[config.mk]
export PLATFORM = sky130hd
export DESIGN_NAME = stopwatch_lap_flat
export DESIGN_NICKNAME = d
export VERILOG_FILES = /design/src/rtl/stopwatch_lap_pkg.sv /design/src/rtl/stopwatch_lap_if.sv /design/src/rtl/stopwatch_lap_button_sync.sv /design/src/rtl/stopwatch_lap.sv /design/src/flat_wrapper.sv
export SDC_FILE = /design/constraint.sdc
export NUM_CORES = 1
export LEC_CHECK = 0
export ABC_CLOCK_PERIOD_IN_PS = 3200
export CORE_MARGIN = 1.5
export CORE_UTILIZATION = 40
export DETAILED_ROUTE_END_ITERATION = 16
export SLEW_MARGIN = 25
export SYNTH_ARGS = -nofsm -noshare
export SYNTH_HDL_FRONTEND = slang
export SYNTH_SLANG_ARGS = --single-unit
[constraint.sdc]
create_clock -name clk -period 3.2 [get_ports clk]
set_input_delay 0.48 -clock clk [delete_from_list [all_inputs] [get_ports clk]]
set_output_delay 0.48 -clock clk [all_outputs]
set_load 0.02 [all_outputs]
[src/rtl/stopwatch_lap_pkg.sv]
// Shared types, display codes and single-digit BCD helpers for the stopwatch.
package stopwatch_pkg;

    typedef enum logic [1:0] {
        ST_STOP,
        ST_RUN,
        ST_DONE
    } state_t;

    localparam logic [3:0] DP_CODE = 4'hA;
    localparam logic [3:0] BCD_MAX = 4'd9;

    // Returns {carry_out, digit}; carry_in = 0 passes the digit through.
    function automatic logic [4:0] bcd_inc(input logic [3:0] d, input logic cin);
        if (!cin) return {1'b0, d};
        if (d >= BCD_MAX) return {1'b1, 4'd0};
        return {1'b0, d + 4'd1};
    endfunction

    // Returns {borrow_out, digit}; borrow_in = 0 passes the digit through.
    function automatic logic [4:0] bcd_dec(input logic [3:0] d, input logic bin);
        if (!bin) return {1'b0, d};
        if (d == 4'd0) return {1'b1, BCD_MAX};
        return {1'b0, d - 4'd1};
    endfunction

    function automatic logic [3:0] bcd_sat(input logic [3:0] d);
        return (d > BCD_MAX) ? BCD_MAX : d;
    endfunction

endpackage

[src/rtl/stopwatch_lap_if.sv]
// Control inputs and display/status outputs of the stopwatch as one bundle.
interface stopwatch_lap_if #(
    parameter int unsigned SEC_DIGITS = 2
);
    logic                        start_stop;
    logic                        lap;
    logic                        mode;
    logic                        load;
    logic [4*(SEC_DIGITS+1)-1:0] preset;
    logic [4*(SEC_DIGITS+2)-1:0] display_number;
    logic                        running;
    logic                        lap_active;
    logic                        overflow;
    logic                        done;

    modport master (
        output start_stop, lap, mode, load, preset,
        input  display_number, running, lap_active, overflow, done
    );

    modport slave (
        input  start_stop, lap, mode, load, preset,
        output display_number, running, lap_active, overflow, done
    );
endinterface

[src/rtl/stopwatch_lap_button_sync.sv]
// Two-flop synchroniser for a raw button plus a registered one-cycle rising-edge pulse.
module button_sync (
    input  logic clk,
    input  logic reset,
    input  logic raw,
    output logic pulse
);
    logic sync1, sync2, sync2_d;

    always_ff @(posedge clk or posedge reset) begin
        if (reset) begin
            sync1   <= 1'b0;
            sync2   <= 1'b0;
            sync2_d <= 1'b0;
            pulse   <= 1'b0;
        end else begin
            sync1   <= raw;
            sync2   <= sync1;
            sync2_d <= sync2;
            pulse   <= sync2 & ~sync2_d;
        end
    end
endmodule

[src/rtl/stopwatch_lap.sv]
// BCD stopwatch / countdown timer with lap hold, 0.1 s prescaler and decimal-point display encoding.
module stopwatch_lap
    import stopwatch_pkg::*;
#(
    parameter int unsigned CLK_DIV    = 10_000_000,
    parameter int unsigned SEC_DIGITS = 2
) (
    input logic            clk,
    input logic            reset,
    stopwatch_lap_if.slave bus
);
    localparam int unsigned ND = SEC_DIGITS + 1;
    localparam int unsigned PW = (CLK_DIV > 1) ? $clog2(CLK_DIV) : 1;

    typedef logic [ND-1:0][3:0] digits_t;

    state_t        state, state_n;
    digits_t       count, count_n;
    digits_t       lap_reg, lap_reg_n;
    digits_t       cnt_inc, cnt_dec, cnt_tick, preset_sat, shown;
    logic [PW-1:0] presc, presc_n;
    logic          mode_q, mode_q_n;
    logic          overflow_q, overflow_n;
    logic          lap_active_q, lap_active_n;
    logic          ss_pulse, lap_pulse, tick, inc_wrap, dec_zero;

    button_sync u_ss_sync (
        .clk   (clk),
        .reset (reset),
        .raw   (bus.start_stop),
        .pulse (ss_pulse)
    );

    button_sync u_lap_sync (
        .clk   (clk),
        .reset (reset),
        .raw   (bus.lap),
        .pulse (lap_pulse)
    );

    assign tick = (state == ST_RUN) && (presc == PW'(CLK_DIV - 1));

    // Ripple carry/borrow from tenths upward; the final carry marks the all-9s wrap.
    always_comb begin
        logic c;
        logic b;
        c       = 1'b1;
        b       = 1'b1;
        cnt_inc = '0;
        cnt_dec = '0;
        for (int unsigned i = 0; i < ND; i++) begin
            {c, cnt_inc[i]} = bcd_inc(count[i], c);
            {b, cnt_dec[i]} = bcd_dec(count[i], b);
        end
        inc_wrap = c;
        dec_zero = (cnt_dec == '0);
        cnt_tick = mode_q ? cnt_dec : cnt_inc;
    end

    for (genvar g = 0; g < ND; g++) begin : g_digit
        assign preset_sat[g] = bcd_sat(bus.preset[4*g +: 4]);
    end

    always_comb begin
        state_n      = state;
        count_n      = count;
        lap_reg_n    = lap_reg;
        presc_n      = presc;
        mode_q_n     = mode_q;
        overflow_n   = overflow_q;
        lap_active_n = lap_active_q;

        if (bus.load && state != ST_RUN) begin
            count_n      = preset_sat;
            presc_n      = '0;
            overflow_n   = 1'b0;
            lap_active_n = 1'b0;
            state_n      = ST_STOP;
        end else begin
            unique case (state)
                ST_STOP: begin
                    if (ss_pulse) begin
                        if (!(bus.mode && count == '0)) begin
                            state_n  = ST_RUN;
                            mode_q_n = bus.mode;
                        end
                    end else if (lap_pulse) begin
                        if (lap_active_q) begin
                            lap_active_n = 1'b0;
                        end else begin
                            count_n    = '0;
                            overflow_n = 1'b0;
                        end
                    end
                end
                ST_RUN: begin
                    presc_n = tick ? '0 : presc + PW'(1);
                    if (tick) begin
                        count_n = cnt_tick;
                        if (!mode_q && inc_wrap) overflow_n = 1'b1;
                        if (mode_q && dec_zero) state_n = ST_DONE;
                    end
                    // start_stop overrides a same-cycle DONE; lap captures the post-tick value.
                    if (ss_pulse) begin
                        state_n = ST_STOP;
                    end else if (lap_pulse) begin
                        if (lap_active_q) begin
                            lap_active_n = 1'b0;
                        end else begin
                            lap_reg_n    = count_n;
                            lap_active_n = 1'b1;
                        end
                    end
                end
                ST_DONE: begin
                    if (ss_pulse) state_n = ST_STOP;
                end
                default: state_n = ST_STOP;
            endcase
        end
    end

    always_ff @(posedge clk or posedge reset) begin
        if (reset) begin
            state        <= ST_STOP;
            count        <= '0;
            lap_reg      <= '0;
            presc        <= '0;
            mode_q       <= 1'b0;
            overflow_q   <= 1'b0;
            lap_active_q <= 1'b0;
        end else begin
            state        <= state_n;
            count        <= count_n;
            lap_reg      <= lap_reg_n;
            presc        <= presc_n;
            mode_q       <= mode_q_n;
            overflow_q   <= overflow_n;
            lap_active_q <= lap_active_n;
        end
    end

    assign shown              = lap_active_q ? lap_reg : count;
    assign bus.display_number = {shown[ND-1:1], DP_CODE, shown[0]};
    assign bus.running        = (state == ST_RUN);
    assign bus.done           = (state == ST_DONE);
    assign bus.overflow       = overflow_q;
    assign bus.lap_active     = lap_active_q;
endmodule

[src/flat_wrapper.sv]
// flat-port wrapper written by rule: the top's interface ports become plain ports
module stopwatch_lap_flat import stopwatch_pkg::*;
#(
    parameter int unsigned CLK_DIV    = 10_000_000,
    parameter int unsigned SEC_DIGITS = 2
)
  (clk, reset, bus_start_stop, bus_lap, bus_mode, bus_load, bus_preset, bus_display_number, bus_running, bus_lap_active, bus_overflow, bus_done);
  stopwatch_lap_if #(.SEC_DIGITS(SEC_DIGITS)) bus_i ();
  input logic clk;
  input logic reset;
  input wire logic [$bits(bus_i.start_stop)-1:0] bus_start_stop;
  input wire logic [$bits(bus_i.lap)-1:0] bus_lap;
  input wire logic [$bits(bus_i.mode)-1:0] bus_mode;
  input wire logic [$bits(bus_i.load)-1:0] bus_load;
  input wire logic [$bits(bus_i.preset)-1:0] bus_preset;
  output wire logic [$bits(bus_i.display_number)-1:0] bus_display_number;
  output wire logic [$bits(bus_i.running)-1:0] bus_running;
  output wire logic [$bits(bus_i.lap_active)-1:0] bus_lap_active;
  output wire logic [$bits(bus_i.overflow)-1:0] bus_overflow;
  output wire logic [$bits(bus_i.done)-1:0] bus_done;
  assign bus_i.start_stop = bus_start_stop;
  assign bus_i.lap = bus_lap;
  assign bus_i.mode = bus_mode;
  assign bus_i.load = bus_load;
  assign bus_i.preset = bus_preset;
  assign bus_display_number = bus_i.display_number;
  assign bus_running = bus_i.running;
  assign bus_lap_active = bus_i.lap_active;
  assign bus_overflow = bus_i.overflow;
  assign bus_done = bus_i.done;
  stopwatch_lap #(.CLK_DIV(CLK_DIV), .SEC_DIGITS(SEC_DIGITS)) u_core (.clk(clk), .reset(reset), .bus(bus_i));
endmodule
==> results.toml <==
[outcome]
status = "completed"

[global_route]
grt_max_degree = 62
antenna_found_initial = 0
grt_pass1_wl_mm = 19.17
met1_usage_pct = 33.88
use_met2_pct = 31.30
busiest_layer = "met1"
track_usage_pct = 22.16
grt-ovfl-total = 0
grtUsageMet3_pct = 3.868
grt_pass1_vias = 3551

[cts]
clkLatencyLatePin_ns = 0.35
clkTransAtPathRegs_ns = 0.08
cts_tree = "done"
cts_buffers = 9
cts_sinks = 61
cts_hold_buffers = 0
clk_path_buf_depth = 2
htree_levels = 3
root_buffer = "clkbuf_8"
post_cts_resized = 0
cts_setup_buffers = 0

[timing]
rsz0062_at_grt = "no"
skew_ns = 0.01046
drv_slew = 0
tns_ns = 0
setup_violations = 0
slew_headroom_pct = 39.61
finalWorstSetupSlack_ns = 0.4335
clock.fmax_ghz = 0.3615
hold_viol = 0
fin_crit_ns = 2.766
hold_ws_ns = 0.3568
worst_pin_slew_ns = 0.9058
fin_crit_sh_pct = 86.45

[setup_path]
cp-end-kind = "output port"
cp.required_ns = 2.72
slowest_delay_ns = 0.94
reg2reg_to = "u_core.lap_reg[9]"
rrSetupSlack_ns = 0.62
worstPathMaxFanout = 26
worstPathCellList = "nand2_1, o21ai_0, clkdlybuf4s50_1"
cp-start-kind = "register"
worstSetupPathType = "reg2out"
cp.buffers_inverters = 1
rr_worst_depth = 7
r2r_start = "u_core.count[5]"
crit_path_top_delay_cell = "dfrtp_1"
critical_path_arrival_ns = 2.29
crit_family = "flip-flops"

[place]
dp_cells = 635
place_congestion = 0.9282
io_buffers = 33
place_hpwl_mm = 8.166
post-place-ws_ns = 0.6740

[synth]
yosys_register_bits = 61
async_flop_share_pct = 100.0
ys_warn_count = 0
synth_seq_area_share_pct = 36.97
syn-cell-area_um2 = 4129
synth_top_flop_cell = "dfrtp_1"
synthCells = 494
ys_types = 66
syn_area_per_cell_um2 = 8.358
synth_edf_count = 0

[die]
die_w_um = 104.6
start_util_pct = 41.67
core-area_um2 = 9910
die_area_um2 = 10940
rows = 36
io_pins = 38
die-height_um = 104.6

[cells_and_area]
n_antenna_cell = 0
drive_above_1_share_pct = 7.544
layout_commonest_cell = "dfrtp_1"
layout_common_cells = "dfrtp_1 (61), nand2_1 (43), a21oi_1 (35)"
final.fill_count = 977
final_cell_count_no_fill = 650
finalNetCount = 542
largest_reg_flops = 24
area_growth_pct = 13.91

[detailed_routing]
wl_per_cell_um = 18.28
viasPerCell = 5.914
firstDrtPassIters = 5
wirelength_mm = 11.88
dr_total_vias = 3844
initialDrtViolationCount = 353
drc_errors = 0
antenna_left = 0

[hold_path]
hp-start = "u_core.u_ss_sync.sync1"
whs_endpoint = "u_core.u_ss_sync.sync2"
hold_class = "reg2reg"
whs_path_depth = 0

[power]
ir_drop_v = 0.0002542
power.density_nw_per_um2 = 555.0
p_leak_nw = 1.842

[run]
max_cap_viol_count = 0
-- cell families (layout without fill, tap and decap cells) --
| logic type | count (synthesis) | in the layout | synth area share, % |
|---|---|---|---|
| AND/OR/NAND/NOR | 187 | 187 | 24.79 |
| AO/OA/AOI/OAI | 145 | 145 | 22.64 |
| buffers and inverters | 66 | 87 | 6.758 |
| flip-flops | 61 | 61 | 36.97 |
| multiplexers | 18 | 18 | 4.485 |
| adder cells (fa/ha/maj) | 11 | 11 | 3.333 |
| XOR/XNOR | 4 | 4 | 0.8486 |
| other | 2 | 4 | 0.1819 |
-- per-layer routing --
metal	part of all wire [%]	routed length, µm	vias up
met2	44	5198	160
met1	48	5717	1825
met5	0	0	-
met4	1.4	161	0
li1	-	-	1845
met3	6.8	807	14
-- Yosys cell counts, types with 6 or more instances --
master | n | area share [%]
dfrtp_1 | 61 | 37
nand2_1 | 43 | 3.9
a21oi_1 | 35 | 4.2
nand3_1 | 30 | 3.6
inv_1 | 27 | 2.5
nor2_1 | 27 | 2.5
clkbuf_1 | 26 | 2.4
o21ai_0 | 26 | 3.2
o21ai_1 | 20 | 2.4
mux2i_1 | 14 | 3.4
nand4_1 | 12 | 1.8
ha_1 | 11 | 3.3
o211ai_1 | 11 | 2.0
a31oi_1 | 9 | 1.4
and3_1 | 9 | 1.4
and4_1 | 8 | 1.7
or3_1 | 7 | 1.1
nor2b_1 | 6 | 0.91
nor3_1 | 6 | 0.73
-- cell type report --
cell class / count / area [µm²] / share of cell area (%)
Inverter: 29 / 108.9 / 2.314
Clock inverter: 5 / 27.53 / 0.5853
Multi-Input combinational cell: 369 / 2331 / 49.56
Sequential cell: 61 / 1526 / 32.46
Clock buffer: 10 / 137.6 / 2.926
Tap cell: 133 / 166.4 / 3.538
Timing Repair Buffer: 43 / 405.4 / 8.619
-- through the flow --
step	instance area, µm²	util, %	power (mW)
2_1_floorplan	4136	-	1.684
3_3_place_gp	4538	45.80	1.993
3_5_place_dp	4538	45.80	1.989
4_1_cts	4703	47.46	2.605
5_1_grt	4703	47.46	2.776
6_report	4703	47.46	2.610
-- worst max-delay path by stage --
stage                                startpoint                      to  cells past startpoint
after CTS                 u_core.bus.lap_active  bus_display_number[11]                      3
after global routing      u_core.bus.lap_active  bus_display_number[11]                      3
after global placement          u_core.count[5]       u_core.lap_reg[9]                      7
after floorplan                 u_core.count[0]         u_core.count[8]                      9
after detailed placement        u_core.count[5]         u_core.count[9]                      7
final                     u_core.bus.lap_active  bus_display_number[11]                      3
-- power by group --
group	total, mW	internal [mW]	leakage, nW	switching (mW)
registers	1.04	0.889	0.795	0.152
clock network	0.614	0.292	0.0877	0.322
logic	0.954	0.387	0.959	0.568
total	2.61	1.57	1.84	1.04
-- worst register-to-register path: stages (launching register included) --
cell	delay [ns]
dfrtp_1	0.51
inv_1	0.17
ha_1	0.29
or3b_1	0.55
or4_1	0.55
a21oi_1	0.17
o21ai_1	0.13
a21oi_1	0.15
Power figures use the tool's default switching activity.
